File: config.mk
export PLATFORM = sky130hd
export DESIGN_NAME = regfile_writeback_unit
export DESIGN_NICKNAME = d
export VERILOG_FILES = /design/src/rtl/wb_pkg.sv /design/src/rtl/load_align.sv /design/src/rtl/regfile_writeback_unit.sv
export SDC_FILE = /design/constraint.sdc
export NUM_CORES = 1
export LEC_CHECK = 0
export BUFFER_PORTS_ARGS = -buffer_cell sky130_fd_sc_hd__buf_2
export CAP_MARGIN = 5
export CORE_MARGIN = 1.5
export CORE_UTILIZATION = 44
export DETAILED_ROUTE_END_ITERATION = 7
export PLACE_DENSITY = 0.83
export SKIP_LAST_GASP = 1
export SYNTH_ARGS = -nofsm -noshare
export SYNTH_HDL_FRONTEND = slang
export SYNTH_SLANG_ARGS = --single-unit
File: constraint.sdc
create_clock -name clk -period 3.1 [get_ports clk]
set_clock_uncertainty 0.2 [all_clocks]
set_input_delay 0.155 -clock clk [delete_from_list [all_inputs] [get_ports clk]]
set_output_delay 0.155 -clock clk [all_outputs]
set_load 0.02 [all_outputs]
File: src/rtl/wb_pkg.sv
// wb_pkg: shared types and load width codes for the register-file writeback unit
package wb_pkg;
  typedef enum logic [1:0] {ALU, MEM, PC4, IMM} wb_sel_e;
  typedef enum logic [1:0] {IDLE, WAIT_MEM, WRITE, ERR} wb_state_e;
  localparam logic [2:0] LB  = 3'b000;
  localparam logic [2:0] LH  = 3'b001;
  localparam logic [2:0] LW  = 3'b010;
  localparam logic [2:0] LBU = 3'b100;
  localparam logic [2:0] LHU = 3'b101;
endpackage

File: src/rtl/load_align.sv
// load_align: picks the byte/half/word out of a memory word, extends it, flags illegal width/alignment
//   i_funct3 : load width code
//   i_offset : byte address [1:0]
//   i_rdata  : aligned 32-bit memory word
//   o_data   : extracted and extended value
//   o_illegal: reserved funct3 or misaligned access
module load_align
  import wb_pkg::*;
#(
  parameter int XLEN = 32
) (
  input  logic [2:0]      i_funct3,
  input  logic [1:0]      i_offset,
  input  logic [XLEN-1:0] i_rdata,
  output logic [XLEN-1:0] o_data,
  output logic            o_illegal
);
  logic [7:0]  w_byte;
  logic [15:0] w_half;
  assign w_byte = i_rdata[{i_offset, 3'b000} +: 8];
  assign w_half = i_offset[1] ? i_rdata[31:16] : i_rdata[15:0];
  always_comb begin
    o_illegal = (i_funct3 == 3'b011) || (i_funct3 == 3'b110) || (i_funct3 == 3'b111)
              || (((i_funct3 == LH) || (i_funct3 == LHU)) && i_offset[0])
              || ((i_funct3 == LW) && (i_offset != 2'b00));
    o_data = (i_funct3 == LB)  ? {{(XLEN-8){w_byte[7]}}, w_byte}
           : (i_funct3 == LBU) ? {{(XLEN-8){1'b0}}, w_byte}
           : (i_funct3 == LH)  ? {{(XLEN-16){w_half[15]}}, w_half}
           : (i_funct3 == LHU) ? {{(XLEN-16){1'b0}}, w_half}
           : i_rdata;
  end
endmodule

File: src/rtl/regfile_writeback_unit.sv
// regfile_writeback_unit: selects the writeback source, waits for load data, and drives one register-file write
//   clk, rst_n (sync, active-low)
//   req_valid/req_ready handshake with req_rd, req_sel, req_alu, req_pc4, req_imm, req_funct3, req_offset
//   mem_rvalid/mem_rdata : load data return
//   rf_we/rf_wr/rf_wd    : register-file write port
//   wb_done/wb_err       : one-cycle retire / abort pulses
//   instret              : retired count, live only when WB_INSTRET_EN is defined (otherwise 0)
module regfile_writeback_unit
  import wb_pkg::*;
#(
  parameter int XLEN        = 32,
  parameter int REG_AW      = 5,
  parameter int MEM_TIMEOUT = 16
) (
  input  logic              clk,
  input  logic              rst_n,
  input  logic              req_valid,
  output logic              req_ready,
  input  logic [REG_AW-1:0] req_rd,
  input  logic [1:0]        req_sel,
  input  logic [XLEN-1:0]   req_alu,
  input  logic [XLEN-1:0]   req_pc4,
  input  logic [XLEN-1:0]   req_imm,
  input  logic [2:0]        req_funct3,
  input  logic [1:0]        req_offset,
  input  logic              mem_rvalid,
  input  logic [XLEN-1:0]   mem_rdata,
  output logic              rf_we,
  output logic [REG_AW-1:0] rf_wr,
  output logic [XLEN-1:0]   rf_wd,
  output logic              wb_done,
  output logic              wb_err,
  output logic [63:0]       instret
);
  localparam int CW = $clog2(MEM_TIMEOUT);
  wb_state_e       r_state, w_next;
  logic [CW-1:0]   r_cnt;
  logic [2:0]      r_funct3;
  logic [1:0]      r_offset;
  logic            w_acc, w_illegal;
  logic [2:0]      w_f3;
  logic [1:0]      w_off;
  logic [XLEN-1:0] w_ld_data;
  // One aligner serves both the legality check at accept (live request) and extraction in WAIT_MEM (latched fields)
  assign w_f3  = (r_state == IDLE) ? req_funct3 : r_funct3;
  assign w_off = (r_state == IDLE) ? req_offset : r_offset;
  load_align #(.XLEN(XLEN)) u_align (
    .i_funct3 (w_f3),
    .i_offset (w_off),
    .i_rdata  (mem_rdata),
    .o_data   (w_ld_data),
    .o_illegal(w_illegal)
  );
  assign req_ready = (r_state == IDLE);
  assign w_acc     = req_valid && req_ready;
  assign rf_we     = (r_state == WRITE) && (rf_wr != '0);
  assign wb_done   = (r_state == WRITE);
  assign wb_err    = (r_state == ERR);
  always_comb begin
    w_next = (r_state == IDLE) ? (!w_acc ? IDLE : (req_sel != MEM) ? WRITE : w_illegal ? ERR : WAIT_MEM)
           : (r_state == WAIT_MEM) ? (mem_rvalid ? WRITE : (r_cnt == CW'(MEM_TIMEOUT - 1)) ? ERR : WAIT_MEM)
           : IDLE;
  end
  always_ff @(posedge clk) begin
    if (!rst_n) begin
      r_state  <= IDLE;
      r_cnt    <= '0;
      r_funct3 <= '0;
      r_offset <= '0;
      rf_wr    <= '0;
      rf_wd    <= '0;
    end else begin
      if (w_acc) begin
        r_funct3 <= req_funct3;
        r_offset <= req_offset;
        rf_wr    <= req_rd;
        r_cnt    <= '0;
        rf_wd    <= (req_sel == PC4) ? req_pc4 : (req_sel == IMM) ? req_imm : req_alu;
      end
      if (r_state == WAIT_MEM) begin
        r_cnt <= r_cnt + 1'b1;
        if (mem_rvalid) rf_wd <= w_ld_data;
      end
      r_state <= w_next;
    end
  end
`ifdef WB_INSTRET_EN
  logic [63:0] r_instret;
  always_ff @(posedge clk) begin
    if (!rst_n) r_instret <= '0;
    else if (wb_done) r_instret <= r_instret + 64'd1;
  end
  assign instret = r_instret;
`else
  assign instret = '0;
`endif
endmodule
### Word level (Yosys, flattened, before mapping)

Cells that the tools add are included.

| operators by class | value |
|---|---|
| add/sub/neg operators | 1 |
| equal/unequal tests | 14 |
| shift-type cells | 1 |
| multiplexer cells | 21 |
| reduce and logical (&&, ||, !) cells | 14 |

Operator list:

| kind | number |
|---|---|
| $mux W32 | 9 |
| $shiftx A32 B6 Y8 | 1 |
| $mux W16 | 1 |
| $mux W2 | 8 |
| $eq A3 B3 Y1 const B | 4 |
| $eq A2 B2 Y1 const B | 4 |
| $mux W4 | 2 |
| $eq A3 B2 Y1 const B | 2 |
| $logic_or A1 B1 Y1 | 5 |
| $reduce_bool A5 Y1 | 1 |
| $add A4 B1 Y4 const B | 1 |
| $eq A4 B4 Y1 const B | 1 |
| $logic_and A1 B1 Y1 | 4 |
| $reduce_bool A2 Y1 | 2 |
| $eq A3 B1 Y1 const B | 1 |
| $logic_not A3 Y1 | 1 |
| $mux W3 | 1 |
| $eq A2 B1 Y1 const B | 1 |
| $logic_not A2 Y1 | 1 |
| $ne A2 B1 Y1 const B | 1 |

| word-level totals | value |
|---|---|
| register bits after elaboration | 48 |
| bits of input ports | 144 |
| output and inout bits | 105 |

### Depth between registers and ports, before layout

| depth | value |
|---|---|
| word-level depth | 11 |
| mapped depth | 9 |
| gate-level depth less buffers | 6 |

### Modules after synthesis

A second synthesis with hierarchy kept.

| unflattened totals | value |
|---|---|
| cell total of the unflattened synthesis | 548 |
| area total of the unflattened synthesis | 4201.5 µm² |

Modules (own cells, without submodules):

| module | instances | cells each | area each (µm²) | seq. area each (µm²) |
|---|---|---|---|---|
| regfile_writeback_unit | 1 | 442 | 3424.5 | 960.9 |
| load_align | 1 | 106 | 777.0 | 0.0 |

### Worst setup path before layout

Ideal clock, no wire load.

| timing | value |
|---|---|
| path type | reg-to-reg |
| start point | register r_state[0] |
| end point | register rf_wd[10] |
| library setup time | 0.140 ns |
| arrival | 2.069 ns |
| data required time | 2.760 ns |
| path slack | 0.691 ns |
| stages on the path, launching flop included | 9 |
| path buffers | 2 |
| period minus slack after synthesis | 2.409 ns |
| path through | dfxtp_1 or2_1 buf_6 inv_4 mux2i_4 mux4_2 a21oi_4 buf_6 nor4_1 |

| on the way | value |
|---|---|
| word-level cells in the longest chain between the ends | 9 |
| elaborated cells between the ends (all ways) | 18 |

Ends and longest elaborated chain:

| item | line | RTL |
|---|---|---|
| start: declaration | regfile_writeback_unit.sv:36 | `wb_state_e r_state, w_next;` |
| start signal: assignment | regfile_writeback_unit.sv:84 | `r_state <= w_next;` |
| $logic_not A2 Y1 * | regfile_writeback_unit.sv:54 | `assign req_ready = (r_state == IDLE);` |
| net req_ready | regfile_writeback_unit.sv:18 | `output logic req_ready,` |
| parallel branches: the longest is 7 deep, another holds $shiftx A32 B6 Y8 | -- |  |
| $mux W32 * | regfile_writeback_unit.sv:80 | `if (r_state == WAIT_MEM) begin` |
| end signal: assignment | regfile_writeback_unit.sv:78 | `rf_wd <= (req_sel == PC4) ? req_pc4 : (req_sel == IMM) ? req_imm : req_alu;` |
| end signal: assignment | regfile_writeback_unit.sv:82 | `if (mem_rvalid) rf_wd <= w_ld_data;` |
| end: declaration | regfile_writeback_unit.sv:30 | `output logic [XLEN-1:0] rf_wd,` |

Mark *: on every way through the listed nets, which the timed path passes.
A chain may end at the register's enable or synchronous reset.

### Final worst setup path

| timing | value |
|---|---|
| start point | input req_funct3[1] |
| end point | register rf_wd[4] |

| on the way | value |
|---|---|
| word-level cells in the longest chain between the ends | 8 |
| elaborated cells between the ends (all ways) | 11 |

Ends and longest elaborated chain:

| item | line | RTL |
|---|---|---|
| start: declaration | regfile_writeback_unit.sv:24 | `input logic [2:0] req_funct3,` |
| $mux W3 * | regfile_writeback_unit.sv:45 | `assign w_f3 = (r_state == IDLE) ? req_funct3 : r_funct3;` |
| $eq A3 B3 Y1 | load_align.sv:29 | `: (i_funct3 == LHU) ? {{(XLEN-16){1'b0}}, w_half}` |
| $mux W32 | load_align.sv:29 |  |
| $mux W32 | load_align.sv:28 | `: (i_funct3 == LH) ? {{(XLEN-16){w_half[15]}}, w_half}` |
| $mux W32 | load_align.sv:27 | `: (i_funct3 == LBU) ? {{(XLEN-8){1'b0}}, w_byte}` |
| $mux W32 * | load_align.sv:26 | `o_data = (i_funct3 == LB) ? {{(XLEN-8){w_byte[7]}}, w_byte}` |
| $mux W32 * | regfile_writeback_unit.sv:82 |  |
| $mux W32 * | regfile_writeback_unit.sv:80 |  |

Every way passes the cells marked *; elsewhere a longest branch is shown, timed or not.

==> results by group <==
Worst setup path
  • Critical-path cell list: dlygate4sd3_1 > buf_2 > nor4b_1 > a21oi_2 > buf_4 > or2_1 > mux2i_1 > a2111oi_0
  • CP Launch Point: req_funct3[1]
  • Worst setup SP type: input port
  • Kind of critical path: input port to flip-flop
  • Worst reg-to-reg setup slack: 0.36 ns
  • CP peak stage delay: 0.52 ns
  • FF-to-FF path depth: 7
  • Crit path to: rf_wd[4]$_SDFF_PN0_
  • Slowest cell on crit path: dlygate4sd3_1
  • CP arrival: 2.73 ns
  • Setup crit end kind: flip-flop
  • Worst Path Max Fanout: 27
  • Critical path required time: 3.06 ns
  • Reg2reg end: rf_wd[23]$_SDFF_PN0_
  • Reg2Reg Launch Point: r_state[0]$_SDFF_PN0_

Routing
  • Drt wl/cell: 16.8 um
  • Initial DRC count: 283
  • Vias per std cell: 5.55
  • Routed WL: 12900 um
  • Total iterations of the first detailed-routing run: 5
  • Residual DRC: 0
  • Antenna-violating nets left: 0
  • Total number of vias: 4272

STA
  • Slew Limit Fails: 0
  • Fmax: 362 MHz
  • Setup tns final: 0 ns
  • Final WS setup: 0.334 ns
  • RSZ-0062 raised after global routing: false
  • Max-slew headroom: 39.9%
  • Hold Vio Cnt, Final: 0
  • Least-Margin Pin Slew: 0.902 ns
  • Final-report setup violation count: 0
  • Tcrit/Tclk final: 89.2%
  • Min Clock Period, post-route: 2.77 ns

Clock tree
  • Worst-skew pair later-pin latency: 0.31 ns
  • TritonCTS Buffers: 5
  • TritonCTS clock tree: built
  • CTS Root Cell: clkbuf_8
  • Clock tree buffer depth: 2
  • Clk slew on worst S/H paths: 0.10 ns
  • Clock sinks: 48
  • H-tree depth: 2

Power and ir drop
  • Leak Pwr: 2.40 nW
  • Seq pwr share: 37.0%
  • Logic pwr share: 37.5%
  • Sw Ratio: 35.6%
  • Pwr dens: 373 nW/um2
  • Max VDD drop: 164 uV
  • Clk pwr share: 25.5%
  • Int Power: 0.00121 W
  • Switching power: 0.000671 W

GRT
  • Vias in the first global route: 4007
  • Number of antenna violations at the first check in global routing: 0
  • GRT overflow: 0
  • Largest net degree at the start of global routing: 40
  • First-pass GRT wire length: 20200 um
  • Total track usage: 26.3%

Logic synthesis
  • Post-synth EDFFs: 0
  • Post-Syn Area: 3910 um2
  • Synth Register Bits: 48
  • Post-synth ARST share: 0%
  • Seq/Total Area, Yosys: 24.6%
  • Cell variety after synth: 47
  • Cells after Synth: 469
  • Main synth FF type: dfxtp_1
  • Yosys warning count: 0
  • Post-Syn Area per Cell: 8.33 um2

Floorplan
  • Core Rows: 34
  • Die outline width: 97.2 um
  • Die height: 97.2 um
  • Die Area: 9450 um2
  • # IOs: 249
  • Initial core utilization: 45.0%
  • Placeable Area: 8680 um2

Layout
  • Share of cells above drive strength 1: 34.7%
  • Commonest non-fill, non-tap cell in the layout: buf_2
  • Area delta synth->final: 29.1%
  • Non-Filler Instances: 770
  • Fill cell count: 784
  • Most frequent cells in the layout: buf_2, a211oi_1, conb_1
  • Register area: 961 um2
  • Antenna cells: 0
  • Area of the multi-input gates: 2480 um2
  • Fin nets: 806

Min path
  • Min-Delay Path Class: input port to flip-flop
  • Beginning of the worst hold path: mem_rdata[6]

Run
  • Maxcap violations: 0

Place
  • Detailed Place HPWL: 9700 um
  • Setup WS pre-CTS: 0.357 ns
  • Placer congestion estimate: 0.876
  • Placed cells: 735
  • Port Buf Inserts: 184

Status
  • Outcome: completed
cell usage after synthesis, drive strengths merged, types with 6 or more instances:
| cell | count | area share [%] |
|---|---|---|
| nor4 | 6 | 0.96 |
| nor3b | 8 | 1.5 |
| a31oi | 8 | 1.3 |
| a211oi | 64 | 12 |
| a221oi | 7 | 1.6 |
| nand2 | 42 | 4.1 |
| a21oi | 29 | 4.1 |
| nor2 | 48 | 4.6 |
| dfxtp | 48 | 25 |
| clkbuf | 19 | 1.8 |
| buf | 85 | 16 |
| a2111oi | 19 | 6.0 |
| mux2i | 43 | 11 |
| mux4 | 6 | 3.7 |
stage by stage:
stage / area [um2] / total power (W) / utilization, % / hold WS (ns)
floorplan: 4140 / 0.00121 / - / 0.0910
global placement: 4650 / 0.00137 / 53.6 / 0.195
detailed placement: 4650 / 0.00138 / 53.6 / 0.204
CTS: 5040 / 0.00187 / 58.1 / 0.00706
global route: 5040 / 0.00197 / 58.1 / 0.0303
finish: 5040 / 0.00188 / 58.1 / 0.00278
registers in the layout, summed over array words and instances, names as in the netlist:
name / count
rf_wd: 32
r_state: 2
rf_wr: 5
r_cnt: 4
r_offset: 2
r_funct3: 3
how the worst min path moves through the flow:
stage / endpoint / depth (start not counted) / slack (ns)
2_1_floorplan: r_funct3[2]$_SDFFE_PN0P_ / 2 / 0.09
3_3_place_gp: rf_wr[0]$_SDFFE_PN0P_ / 3 / 0.19
3_5_place_dp: rf_wr[3]$_SDFFE_PN0P_ / 3 / 0.20
4_1_cts: rf_wd[6]$_SDFF_PN0_ / 3 / 0.007
5_1_grt: rf_wd[6]$_SDFF_PN0_ / 3 / 0.03
6_report: rf_wd[6]$_SDFF_PN0_ / 3 / 0.003
logic make-up after synthesis:
group | share of synthesized area (%)
flip-flops | 24.6
multiplexers | 15.3
adder cells (fa/ha/maj) | 0.320
AO/OA/AOI/OAI | 27.3
AND/OR/NAND/NOR | 14.3
other | 0.0960
buffers and inverters | 18.1
layer usage:
metal	wire length (um)	track usage (%)	part of all wire [%]	vias up
met3	960	4.75	7.4	41
met2	6460	47.1	50	251
met4	514	11.2	4.0	0
met5	0	0	0	-
li1	-	-	-	1999
met1	4980	30.6	39	1981
critical path: cells and delay by family:
kind                   cells  cell delay (ns)
AND/OR/NAND/NOR            2             0.92
buffers and inverters      3             0.91
AO/OA/AOI/OAI              2             0.54
multiplexers               1             0.20
layout make-up:
cell class	count	share of cell area [%]
timing repair buffer	226	26.4
multi-input combinational	376	49.1
clock buffer	6	1.64
clock inverter	2	0.769
inverter	4	0.347
tap	108	2.68
sequential	48	19.1
power by group through the flow:
stage | Combinational (W) | Sequential, W | Clock [W]
2_1_floorplan | 0.000456 | 0.000755 | 0
3_3_place_gp | 0.000656 | 0.000710 | 0
3_5_place_dp | 0.000667 | 0.000710 | 0
4_1_cts | 0.000697 | 0.000696 | 0.000481
5_1_grt | 0.000759 | 0.000704 | 0.000503
6_report | 0.000706 | 0.000697 | 0.000479
repair_timing:
item	in CTS	in global routing
endpoints found under the setup margin	0	0
hold buffers	27	0
buffers inserted	0	0
gates resized for setup	0	0
endpoints found under the hold margin	29	0
No activity file was read; power rests on OpenSTA's default activity.
